==> src/rtl/mem_ctrl.sv <==
// Byte-serial RAM port shared by IF fetch and MEM load/store (MEM wins ties); optional fetch flush under MEMCTRL_IF_FLUSH_EN.
// Reads complete n+2 cycles after acceptance, writes n+1; requesters hold req (stall_* high) until their done pulse.
module mem_ctrl #(
    parameter int ADDR_W = 32,
    parameter int DATA_W = 32
) (
    input  logic              clk,
    input  logic              rst,
    input  logic              if_req,
    input  logic [ADDR_W-1:0] if_addr,
`ifdef MEMCTRL_IF_FLUSH_EN
    input  logic              if_flush,
`endif
    output logic [DATA_W-1:0] if_data,
    output logic              if_done,
    input  logic              mem_req,
    input  logic              mem_we,
    input  logic [1:0]        mem_len,
    input  logic [ADDR_W-1:0] mem_addr,
    input  logic [DATA_W-1:0] mem_wdata,
    output logic [DATA_W-1:0] mem_rdata,
    output logic              mem_done,
    output logic [ADDR_W-1:0] ram_addr,
    output logic              ram_wr,
    output logic [7:0]        ram_dout,
    input  logic [7:0]        ram_din,
    output logic              stall_if,
    output logic              stall_mem
);

    typedef enum logic [1:0] {IDLE, BUSY_IF, BUSY_MEM, DONE} state_t;

    state_t            state, state_nxt;
    logic [ADDR_W-1:0] base;
    logic [DATA_W-1:0] wbuf;
    logic [DATA_W-1:0] rbuf;
    logic [DATA_W-1:0] rbuf_fin;
    logic              we;
    logic              is_mem;
    logic [2:0]        n;
    logic [2:0]        cnt;
    logic [2:0]        cnt_m1;
    logic [2:0]        end_cnt;
    logic              flush;
    logic              busy;
    logic              accept_mem;
    logic              accept_if;
    logic              last;
    logic              flush_busy;

`ifdef MEMCTRL_IF_FLUSH_EN
    assign flush = if_flush;
`else
    assign flush = 1'b0;
`endif

    assign busy       = (state == BUSY_IF) || (state == BUSY_MEM);
    assign accept_mem = (state == IDLE) && mem_req;
    assign accept_if  = (state == IDLE) && !mem_req && if_req && !flush;
    assign flush_busy = (state == BUSY_IF) && flush;
    // Reads stay busy one cycle past the last address to catch the trailing ram_din byte.
    assign end_cnt    = we ? (n - 3'd1) : n;
    assign last       = busy && (cnt == end_cnt);
    assign cnt_m1     = cnt - 3'd1;

    always_comb begin
        state_nxt = state;
        case (state)
            IDLE: begin
                if (accept_mem)     state_nxt = BUSY_MEM;
                else if (accept_if) state_nxt = BUSY_IF;
            end
            BUSY_IF: begin
                if (flush)     state_nxt = IDLE;
                else if (last) state_nxt = DONE;
            end
            BUSY_MEM: begin
                if (last) state_nxt = DONE;
            end
            default: state_nxt = IDLE;
        endcase
    end

    always_comb begin
        rbuf_fin = rbuf;
        rbuf_fin[{cnt_m1[1:0], 3'b000} +: 8] = ram_din;
    end

    always_comb begin
        ram_addr = '0;
        ram_wr   = 1'b0;
        ram_dout = 8'h00;
        if (busy && (cnt < n)) begin
            ram_addr = base + {{(ADDR_W-3){1'b0}}, cnt};
            if (we) begin
                ram_wr   = 1'b1;
                ram_dout = wbuf[{cnt[1:0], 3'b000} +: 8];
            end
        end
    end

    assign if_done   = (state == DONE) && !is_mem;
    assign mem_done  = (state == DONE) && is_mem;
`ifdef MEMCTRL_IF_FLUSH_EN
    assign stall_if  = if_req & ~if_done & ~if_flush;
`else
    assign stall_if  = if_req & ~if_done;
`endif
    assign stall_mem = mem_req & ~mem_done;

    always_ff @(posedge clk) begin
        if (rst) begin
            state     <= IDLE;
            base      <= '0;
            wbuf      <= '0;
            rbuf      <= '0;
            we        <= 1'b0;
            is_mem    <= 1'b0;
            n         <= 3'd0;
            cnt       <= 3'd0;
            if_data   <= '0;
            mem_rdata <= '0;
        end else begin
            state <= state_nxt;
            if (accept_mem) begin
                base   <= mem_addr;
                we     <= mem_we;
                wbuf   <= mem_wdata;
                is_mem <= 1'b1;
                n      <= (mem_len == 2'b00) ? 3'd1 : (mem_len == 2'b01) ? 3'd2 : 3'd4;
                cnt    <= 3'd0;
                rbuf   <= '0;
            end else if (accept_if) begin
                base   <= if_addr;
                we     <= 1'b0;
                is_mem <= 1'b0;
                n      <= 3'd4;
                cnt    <= 3'd0;
                rbuf   <= '0;
            end else if (flush_busy) begin
                cnt <= 3'd0;
            end else if (busy) begin
                cnt <= cnt + 3'd1;
                if (!we && (cnt != 3'd0)) begin
                    rbuf <= rbuf_fin;
                    if (last) begin
                        if (is_mem) mem_rdata <= rbuf_fin;
                        else        if_data   <= rbuf_fin;
                    end
                end
            end else if (state == DONE) begin
                cnt <= 3'd0;
            end
        end
    end

endmodule

==> config.mk <==
export PLATFORM = sky130hd
export DESIGN_NAME = mem_ctrl
export DESIGN_NICKNAME = d
export VERILOG_FILES = /design/src/rtl/mem_ctrl.sv
export SDC_FILE = /design/constraint.sdc
export NUM_CORES = 1
export LEC_CHECK = 0
export CAP_MARGIN = 15
export CORE_MARGIN = 10
export CORE_UTILIZATION = 28
export DETAILED_ROUTE_END_ITERATION = 8
export PLACE_DENSITY_LB_ADDON = 0.1
export SETUP_SLACK_MARGIN = 0.05
export SLEW_MARGIN = 20
export SYNTH_ARGS = -nofsm -noshare
export SYNTH_HDL_FRONTEND = slang
export SYNTH_SLANG_ARGS = --single-unit
export TNS_END_PERCENT = 20
==> constraint.sdc <==
create_clock -name clk -period 7.55 [get_ports clk]
set_input_delay 1.8875 -clock clk [delete_from_list [all_inputs] [get_ports clk]]
set_output_delay 1.8875 -clock clk [all_outputs]
set_load 0.02 [all_outputs]
==> out/summary.txt, run 1 <==
Run status -> finished, final reports clean
Critical path cell sequence -> inv_1, fa_1, nor2b_1, o21bai_2, nor4_1, xnor2_1, nor2_1, clkdlybuf4s50_1
WL/cell -> 17.5 µm
DR pass1 iterations -> 4
CTS sink count -> 170
Worst r2r dst -> mem_rdata[15]
Setup Crit Path Kind -> flop to primary output
Slew margin rel. -> 26.2%
Final number of max-transition violations -> 0
Asr flop ratio synth -> 0%
Deepest level of the CTS H-tree -> 4
Routed via count -> 7301
Number of register bits inferred by synthesis -> 170
Number of synthesized flops with an enable pin -> 0
Slack of the worst reg-to-reg path -> 3.77 ns
Reg-to-reg critical path startpoint -> cnt[1]
Cell type of the slowest stage on the worst timing path -> dfxtp_1
Cell Area, Placed -> 0.0109 mm²
Synthesized netlist net count -> 1111
Hold-critical path depth -> 2
Number of buffers created by CTS -> 17
Power per Cell Area -> 241 mW/mm²
Type of element launching the critical path -> flop
Startpoint of the worst hold path -> wbuf[6]
Buffer levels on the longest clock path -> 2
Mapped Area -> 0.00840 mm²
Height of the chip -> 193 µm
Net Sw Frac -> 36.0%
Area of the die -> 0.0373 mm²
Avg Vias per Cell -> 4.67
FMAX -> 177 MHz
Fraction of the yosys area taken by sequential cells -> 40.5%
Initial antenna violation count -> 3
Part of the total power dissipated in sequential elements -> 39.6%
Gr usage total -> 14.2%
Max-Cap Viols -> 0
IO Count -> 220
Detailed Route WL -> 27.3 mm
Setup_tns -> 0 ns
Final setup violation count -> 0
Switching component of the power -> 0.000995 W
Static leakage -> 4.29 nW
Netlist cell types -> 53
Worst VDD drop -> 0.156 mV
HPWL reported at the end of detailed placement -> 18.8 mm
Total grt overflow -> 0
End of the worst hold path -> wbuf[6]
Kind of cell with the highest combined delay on the critical path -> buffers and inverters
Post-synthesis area per instance -> 8.54 µm²
Clock root cell -> clkbuf_16
Logic depth of the worst path, buffers included -> 8
Cell area after layout -> 0.0114 mm²
Share of final-layout standard cells stronger than drive strength 1 -> 8.60%
Total of warnings raised by yosys -> 0
Worst-skew pair later-pin latency -> 0.43 ns
Period utilisation layout -> 75.0%
Clock-pin slew on the worst setup and hold paths -> 0.07 ns
Maximum number of pins on one net before global-route repair -> 116
Number of global-route vias before repair -> 7241
Global-route wire length before repair -> 43.2 mm
Post-layout minimum cycle time -> 5.66 ns
Count of mapped cells out of synthesis -> 984
Clock tree from TritonCTS -> done
Power consumption -> 0.00276 W
Cell Rows -> 63
Share of total power in combinational logic -> 28.8%
Post-CTS Setup Inserts -> 0
Hold WC Path Type -> flop to flop
X dimension of the die -> 193 µm
Remaining antenna violation count -> 0
Port buffer count -> 219
Data required time of the worst path -> 5.66 ns
# resized after CTS -> 0
CP Buf/Inv Count -> 2
Area growth syn-to-layout -> 36.2%
Number of hold violations in the final report -> 0
Crit path DAT -> 3.77 ns
Placer congestion estimate -> 0.770
Int Pwr -> 0.00176 W
Most common flop cell mapped by yosys -> dfxtp_1
Clock group share of total power -> 31.5%
Layout Nets -> 1288
Max stage delay on crit path -> 0.85 ns
Effective utilization at floorplan -> 28.4%
Worst clock skew -> 0.00891 ns
Cts hold-fix bufs -> 0
Type of destination of the critical path -> primary output
Largest fanout on the critical path -> 17
Violation count after the first detailed-routing iteration -> 360
Core Region -> 0.0296 mm²
Slew @ Worst Pin -> 1.10 ns
Register-to-Register Path Depth -> 6
DRC -> 0
Setup repair after global routing missed its margin -> no
## cell usage after synthesis (4+ instances only)
cell	number	area share, %
nand2b_1	66	4.9
nor3_1	11	0.66
a211oi_1	34	3.0
inv_1	22	0.98
a21oi_1	77	4.6
clkbuf_1	56	2.5
nand4_1	7	0.52
o21ai_0	6	0.36
buf_6	6	0.80
xnor2_1	20	2.1
mux2i_1	64	7.6
or2_2	33	2.5
and4_1	4	0.42
nand3_1	5	0.30
or3_1	4	0.30
dfxtp_1	170	41
a311oi_1	32	3.3
buf_1	5	0.22
mux4_2	8	2.1
nand2_1	140	6.3
nor2b_1	44	3.3
ha_1	15	2.2
nor2_1	104	4.6
nor4_1	7	0.52
## routing by layer
| metal | routed length, µm | global-route usage (%) | up-vias |
|---|---|---|---|
| met5 | 13 | 0 | - |
| met4 | 261 | 3.20 | 2 |
| met3 | 2280 | 6.35 | 18 |
| met2 | 12400 | 22.1 | 167 |
| met1 | 12400 | 17.5 | 3411 |
| li1 | - | - | 3703 |
## layout by cell type (no fill, tap or decap), types with 4 or more instances in the layout
cell               n
nor3_1            11
a311oi_1          32
inv_8              4
or2_2             33
nand4_1            7
and4_1             4
dfxtp_1          170
clkbuf_16         17
clkdlybuf4s50_1  218
ha_1              15
nand3_1            5
nand2b_1          66
inv_6              5
a211oi_1          34
nor2_1           102
buf_4             10
nor4_1             7
xnor2_1           20
nand2_1          139
mux4_2             8
o21ai_0            6
inv_1             22
a21oi_1           77
or3_1              4
mux2i_1           64
nor2b_1           44
## cells by family after synthesis
| family | Yosys count | synth area share (%) |
|---|---|---|
| flip-flops | 170 | 40.5 |
| AND/OR/NAND/NOR | 443 | 26.5 |
| AO/OA/AOI/OAI | 163 | 12.9 |
| adder cells (fa/ha/maj) | 16 | 2.47 |
| buffers and inverters | 93 | 4.78 |
| multiplexers | 74 | 10.0 |
| XOR/XNOR | 25 | 2.78 |
## worst reg2reg max path, stage by stage (launching register included)
cell,delay (ns)
dfxtp_1,0.85
inv_1,0.27
ha_1,0.45
a211oi_4,0.29
buf_4,0.58
nand4_4,0.80
mux2i_1,0.45
## flip-flops by register name (all words and copies together), names as in the netlist
signal and count:
base 32, cnt 3, if_data 32, is_mem 1, mem_rdata 32, n 3, rbuf 32, state 2
wbuf 32, we 1
## through the flow
stage | std cells | hold WS (ns) | utilization [%] | worst slack (ns)
finish | 1565 | 0.453 | 38.6 | 1.89
global route | 1564 | 0.477 | 38.6 | 1.63
CTS | 1564 | 0.455 | 38.6 | 1.67
detailed placement | 1532 | 0.445 | 36.6 | 2.16
global placement | 1532 | 0.442 | 36.6 | 2.23
floorplan | 984 | 0.433 | - | 3.13
## how the worst max path moves through the flow
stage                start           end  slack (ns)
detailed placement  cnt[1]  ram_addr[30]        2.16
floorplan           cnt[1]  ram_addr[26]        3.13
global placement    cnt[1]  ram_addr[28]        2.23
CTS                 cnt[1]  ram_addr[30]        1.67
global route        cnt[1]  ram_addr[30]        1.63
finish              cnt[1]  ram_addr[28]        1.89
## power by group through the flow
stage / combinational (W) / clock [W] / sequential (W)
2_1_floorplan: 0.000541 / 0 / 0.00109
3_3_place_gp: 0.000806 / 0 / 0.00111
3_5_place_dp: 0.000805 / 0 / 0.00111
4_1_cts: 0.000809 / 0.000908 / 0.00109
5_1_grt: 0.000889 / 0.000947 / 0.00111
6_report: 0.000795 / 0.000870 / 0.00109
## area by class of cell
type	count	area, µm²
antenna	1	2.50
clock buffer	17	425
clock inverter	15	150
fill	3127	18200
inverter	22	82.6
multi-input combinational	721	4630
sequential	170	3400
tap	390	488
timing repair buffer	229	2270
Power figures use the tool's default switching activity.
==> run 2, diff against run 1 <==
- clock period: 7.55 -> 5.6 ns (I/O delays scaled with it)
==> out/summary.txt, run 2 (synthesis results as in run 1) <==
Run status -> finished, final reports clean (unchanged)
Power per Cell Area -> 331 mW/mm² (was 241 mW/mm²)
Initial antenna violation count -> 2 (was 3)
Worst-skew pair later-pin latency -> 0.43 ns (about the same)
Most common cell after layout, fill and taps aside -> clkdlybuf4s50_1 (unchanged)
Hold WC Path Type -> flop to flop (unchanged)
# resized after CTS -> 0 (unchanged)
Slack of the worst reg-to-reg path -> 2.62 ns (was 3.77 ns)
Worst clock skew -> 0.0117 ns (was 0.00891 ns)
Clock group share of total power -> 33.2% (was 31.5%)
Cts hold-fix bufs -> 0 (unchanged)
Net Sw Frac -> 34.4% (was 36.0%)
Violation count after the first detailed-routing iteration -> 309 (was 360)
FMAX -> 211 MHz
Deepest level of the CTS H-tree -> 4 (unchanged)
Layout Nets -> 1293 (was 1288)
Clock-pin slew on the worst setup and hold paths -> 0.08 ns (was 0.07 ns)
Worst r2r dst -> mem_rdata[16] (was mem_rdata[15])
DR pass1 iterations -> 6 (was 4)
Tightest hold margin -> 0.453 ns (about the same)
Share of total power in combinational logic -> 28.2% (was 28.8%)
Final setup violation count -> 0 (unchanged)
Final number of max-transition violations -> 0 (unchanged)
Buffer levels on the longest clock path -> 2 (unchanged)
Part of the total power dissipated in sequential elements -> 38.6% (was 39.6%)
Avg Vias per Cell -> 4.68 (was 4.67)
Static leakage -> 4.34 nW (was 4.29 nW)
Gr usage total -> 14.2% (about the same)
Max stage delay on crit path -> 0.62 ns (was 0.85 ns)
CTS sink count -> 170 (unchanged)
Period utilisation layout -> 84.7%
Top library cells by usage in the layout, fill and taps aside -> clkdlybuf4s50_1, dfxtp_1, nand2_1 (unchanged)
Post-CTS Setup Inserts -> 0 (unchanged)
Kind of cell with the highest combined delay on the critical path -> buffers and inverters (unchanged)
Clock tree from TritonCTS -> done (unchanged)
Total grt overflow -> 0 (unchanged)
Effective utilization at floorplan -> 28.4% (unchanged)
Data required time of the worst path -> 4.20 ns (was 5.66 ns)
Remaining antenna violation count -> 0 (unchanged)
Largest fanout on the critical path -> 17 (unchanged)
Area of the die -> 0.0373 mm² (unchanged)
Placer congestion estimate -> 0.744 (was 0.770)
Area growth syn-to-layout -> 37.2% (was 36.2%)
Multi-input gate area -> 0.00464 mm² (was 0.00463 mm²)
Maximum number of pins on one net before global-route repair -> 70 (was 116)
Port buffer count -> 219 (unchanged)
IO Count -> 220 (unchanged)
WL/cell -> 17.6 µm (was 17.5 µm)
Height of the chip -> 193 µm (unchanged)
Worst VDD drop -> 0.213 mV (was 0.156 mV)
HPWL reported at the end of detailed placement -> 19.1 mm (was 18.8 mm)
Clock root cell -> clkbuf_16 (unchanged)
Setup repair after global routing missed its margin -> no (unchanged)
Share of final-layout standard cells stronger than drive strength 1 -> 9.08% (was 8.60%)
Int Pwr -> 0.00251 W (was 0.00176 W)
Global-route wire length before repair -> 43.5 mm (was 43.2 mm)
X dimension of the die -> 193 µm (unchanged)
Cell Rows -> 63 (unchanged)
Reg-to-reg critical path startpoint -> cnt[0] (was cnt[1])
Number of hold violations in the final report -> 0 (unchanged)
Hold-critical path depth -> 2 (unchanged)
Routed via count -> 7345 (was 7301)
End of the worst hold path -> wbuf[26] (was wbuf[6])
Max-Cap Viols -> 0 (unchanged)
Type of destination of the critical path -> primary output (unchanged)
Crit path DAT -> 3.34 ns (was 3.77 ns)
Number of global-route vias before repair -> 7464 (was 7241)
Critical path cell sequence -> buf_4, inv_1, fa_1, nor2b_1, o21bai_2, nor4_1, xnor2_1, nor2_1, clkdlybuf4s50_1 (was inv_1, fa_1, nor2b_1, o21bai_2, nor4_1, xnor2_1, nor2_1, clkdlybuf4s50_1)
Detailed Route WL -> 27.7 mm (was 27.3 mm)
Setup_tns -> 0 ns (unchanged)
Type of element launching the critical path -> flop (unchanged)
CP Buf/Inv Count -> 3 (was 2)
Core Region -> 0.0296 mm² (unchanged)
Register-to-Register Path Depth -> 8 (was 6)
Switching component of the power -> 0.00132 W (was 0.000995 W)
Slew @ Worst Pin -> 1.05 ns (was 1.10 ns)
Startpoint of the worst hold path -> wbuf[26] (was wbuf[6])
Cell type of the slowest stage on the worst timing path -> clkdlybuf4s50_1 (was dfxtp_1)
Flip-flop and latch area -> 0.00340 mm² (unchanged)
DRC -> 0 (unchanged)
Slew margin rel. -> 29.8% (was 26.2%)
Setup Crit Path Kind -> flop to primary output (unchanged)
Post-layout minimum cycle time -> 4.74 ns
Number of buffers created by CTS -> 17 (unchanged)
Layout fillers -> 3087 (was 3127)
-- run 2: worst max path at each step --
stage,slack [ns],from,cells after the start,to
5_1_grt,0.61,cnt[1],9,ram_addr[30]
3_3_place_gp,1.18,cnt[1],9,ram_addr[28]
6_report,0.86,cnt[1],9,ram_addr[30]
2_1_floorplan,1.67,cnt[1],9,ram_addr[26]
3_5_place_dp,1.13,cnt[1],9,ram_addr[30]
4_1_cts,0.64,cnt[1],9,ram_addr[30]
-- run 2: cell type report --
cell class / instances / share of cell area, %
Inverter: 22 / 0.716
Antenna cell: 2 / 0.0434
Sequential cell: 170 / 29.5
Timing Repair Buffer: 234 / 20.0
Clock buffer: 18 / 3.72
Clock inverter: 14 / 1.59
Multi-Input combinational cell: 721 / 40.2
Tap cell: 390 / 4.23
-- run 2: worst register-to-register path: stages, from the launching register on --
cell      delay [ns]
dfxtp_1         0.33
buf_4           0.33
inv_1           0.16
ha_1            0.43
a211oi_4        0.30
buf_4           0.57
nand4_4         0.14
buf_4           0.38
mux2i_1         0.21
-- run 2: routing by layer --
metal | part of all wire [%] | vias to the layer above | wire length [µm] | track usage (%)
met3 | 7.8 | 13 | 2170 | 5.67
li1 | - | 3725 | - | -
met2 | 45 | 172 | 12400 | 22.2
met1 | 46 | 3435 | 12900 | 18.1
met5 | 0 | - | 0 | 0
met4 | 0.98 | 0 | 272 | 3.12
-- run 2: metrics by stage --
step           std cells  util [%]  setup slack, ns  cell area [µm²]  total power [W]
4_1_cts             1569      38.9            0.641            11500          0.00388
6_report            1571      38.9            0.856            11500          0.00382
3_5_place_dp        1537      36.8             1.13            10900          0.00259
3_3_place_gp        1537      36.8             1.18            10900          0.00260
2_1_floorplan        984         -             1.67             8400          0.00219
5_1_grt             1569      38.9            0.608            11500          0.00406
-- run 2: power by group through the flow --
stage / clock, W / sequential [W] / combinational (W)
after floorplan: 0 / 0.00147 / 0.000729
after global placement: 0 / 0.00150 / 0.00110
after detailed placement: 0 / 0.00150 / 0.00109
after CTS: 0.00131 / 0.00148 / 0.00110
after global routing: 0.00136 / 0.00150 / 0.00120
final: 0.00127 / 0.00147 / 0.00108
==> run 3, diff against run 2 <==
- clock period: 5.6 -> 4.84 ns (I/O delays scaled with it)
==> out/summary.txt, run 3 (synthesis results as in run 1) <==
Clock root cell -> clkbuf_16 (unchanged)
Net Sw Frac -> 33.8% (was 34.4%)
Top library cells by usage in the layout, fill and taps aside -> clkdlybuf4s50_1, dfxtp_1, nand2_1 (unchanged)
Slew margin rel. -> 42.3% (was 29.8%)
Hold-critical path depth -> 2 (unchanged)
Clock tree from TritonCTS -> done (unchanged)
Avg Vias per Cell -> 4.60 (was 4.68)
Number of global-route vias before repair -> 7326 (was 7464)
Buffer levels on the longest clock path -> 2 (unchanged)
Placer congestion estimate -> 0.727 (was 0.744)
Cts hold-fix bufs -> 0 (unchanged)
Run status -> finished, final reports clean (unchanged)
Worst clock skew -> 0.0143 ns (was 0.0117 ns)
Final number of max-transition violations -> 0 (unchanged)
Post-layout minimum cycle time -> 4.27 ns
Share of final-layout standard cells stronger than drive strength 1 -> 9.14% (was 9.08%)
Worst-skew pair later-pin latency -> 0.43 ns (about the same)
Violation count after the first detailed-routing iteration -> 322 (was 309)
CTS sink count -> 170 (unchanged)
Slack of the worst reg-to-reg path -> 1.86 ns (was 2.62 ns)
Part of the total power dissipated in sequential elements -> 38.3% (was 38.6%)
Clock-pin slew on the worst setup and hold paths -> 0.08 ns (about the same)
Flip-flop and latch area -> 0.00340 mm² (unchanged)
Hold WC Path Type -> flop to flop (unchanged)
Setup_tns -> 0 ns (unchanged)
IO Count -> 220 (unchanged)
Area growth syn-to-layout -> 37.7% (was 37.2%)
Detail Route met3 WL -> 2.27 mm (was 2.17 mm)
Setup Crit Path Kind -> flop to primary output (unchanged)
Total grt overflow -> 0 (unchanged)
Layout Nets -> 1296 (was 1293)
Maximum number of pins on one net before global-route repair -> 70 (unchanged)
Remaining antenna violation count -> 0 (unchanged)
Routed via count -> 7226 (was 7345)
Slew @ Worst Pin -> 0.863 ns (was 1.05 ns)
X dimension of the die -> 193 µm (unchanged)
DRC -> 0 (unchanged)
Multi-input gate area -> 0.00463 mm² (was 0.00464 mm²)
Gr usage total -> 14.1% (was 14.2%)
Met1 routed wirelength after detailed routing -> 12.4 mm (was 12.9 mm)
Crit path DAT -> 3.06 ns (was 3.34 ns)
# resized after CTS -> 0 (unchanged)
DR pass1 iterations -> 4 (was 6)
Clock group share of total power -> 33.9% (was 33.2%)
FMAX -> 234 MHz
Register-to-Register Path Depth -> 8 (unchanged)
Cell Rows -> 63 (unchanged)
Power per Cell Area -> 385 mW/mm² (was 331 mW/mm²)
End of the worst hold path -> wbuf[9] (was wbuf[26])
Static leakage -> 4.37 nW (was 4.34 nW)
Deepest level of the CTS H-tree -> 4 (unchanged)
Initial antenna violation count -> 3 (was 2)
Final setup violation count -> 0 (unchanged)
Startpoint of the worst hold path -> wbuf[9] (was wbuf[26])
Type of element launching the critical path -> flop (unchanged)
Most common cell after layout, fill and taps aside -> clkdlybuf4s50_1 (unchanged)
Worst VDD drop -> 0.247 mV (was 0.213 mV)
Type of destination of the critical path -> primary output (unchanged)
WL/cell -> 17.3 µm (was 17.6 µm)
Worst r2r dst -> mem_rdata[31] (was mem_rdata[16])
Height of the chip -> 193 µm (unchanged)
Period utilisation layout -> 88.1%
Reg-to-reg critical path startpoint -> cnt[0] (unchanged)
Routed wl met2 -> 12.3 mm (was 12.4 mm)
Data required time of the worst path -> 3.63 ns (was 4.20 ns)
Post-CTS Setup Inserts -> 0 (unchanged)
Int Pwr -> 0.00295 W (was 0.00251 W)
Largest fanout on the critical path -> 14 (was 17)
Setup repair after global routing missed its margin -> no (unchanged)
Final core area utilization -> 39.0% (was 38.9%)
Number of buffers created by CTS -> 17 (unchanged)
Area of the die -> 0.0373 mm² (unchanged)
Share of total power in combinational logic -> 27.9% (was 28.2%)
Number of hold violations in the final report -> 0 (unchanged)
Highest routing layer actually used -> met5 (was met4)
Global-route wire length before repair -> 42.9 mm (was 43.5 mm)
Switching component of the power -> 0.00151 W (was 0.00132 W)
HPWL reported at the end of detailed placement -> 19.0 mm (was 19.1 mm)
Layout fillers -> 3092 (was 3087)
Antenna Diode Count -> 0 (was 2)
Effective utilization at floorplan -> 28.4% (unchanged)
Max-Cap Viols -> 0 (unchanged)
Core Region -> 0.0296 mm² (unchanged)
Port buffer count -> 219 (unchanged)
Detailed Route WL -> 27.1 mm (was 27.7 mm)
==> run 3: changes by cell type in the layout (fill, tap and decap cells not counted), moves of 2 or more <==
cell	delta
clkinv_4	-3
buf_4	+2
clkinvlp_4	+2
diode_2	-2
inv_6	+2
==> run 3: through the flow <==
stage | cells | setup WS [ns] | hold WS, ns | cell area [µm²] | total power [W]
CTS | 1571 | 0.508 | 0.458 | 11600 | 0.00454
finish | 1571 | 0.574 | 0.452 | 11600 | 0.00445
detailed placement | 1540 | 0.906 | 0.446 | 10900 | 0.00300
global placement | 1540 | 0.937 | 0.443 | 10900 | 0.00301
global route | 1571 | 0.286 | 0.469 | 11600 | 0.00475
floorplan | 984 | 1.10 | 0.433 | 8400 | 0.00254
==> run 3: layer usage <==
layer  vias up  GRT usage, %
met2       164          22.2
met1      3323          17.5
met4         2          3.00
met3        20          6.02
met5         -             0
li1       3717             -
==> run 3: area by class of cell <==
class | count | area share (%)
multi-input combinational | 721 | 40.0
timing repair buffer | 237 | 20.2
sequential | 170 | 29.4
inverter | 22 | 0.714
tap | 390 | 4.22
clock inverter | 14 | 1.76
clock buffer | 17 | 3.68
==> run 3: power by group through the flow <==
stage | Combinational [W] | Sequential (W) | Clock [W]
6_report | 0.00124 | 0.00170 | 0.00151
5_1_grt | 0.00140 | 0.00173 | 0.00162
4_1_cts | 0.00127 | 0.00171 | 0.00157
3_5_place_dp | 0.00127 | 0.00174 | 0
3_3_place_gp | 0.00127 | 0.00174 | 0
2_1_floorplan | 0.000843 | 0.00170 | 0
==> run 3: worst max-delay path by stage <==
stage	start	end	slack, ns
after global placement	mem_req	stall_mem	0.94
final	base[0]	ram_addr[28]	0.57
after floorplan	cnt[1]	ram_addr[26]	1.10
after global routing	base[3]	ram_addr[30]	0.29
after detailed placement	mem_req	stall_mem	0.91
after CTS	base[3]	ram_addr[28]	0.51
==> run 3: critical path, stage by stage, from the launching register on <==
cell,delay [ns]
dfxtp_1,0.34
ha_1,0.17
inv_1,0.05
fa_1,0.37
nor2b_1,0.25
o21bai_1,0.09
buf_4,0.19
nor4_1,0.32
xnor2_1,0.11
nor2_1,0.11
clkdlybuf4s50_1,0.62
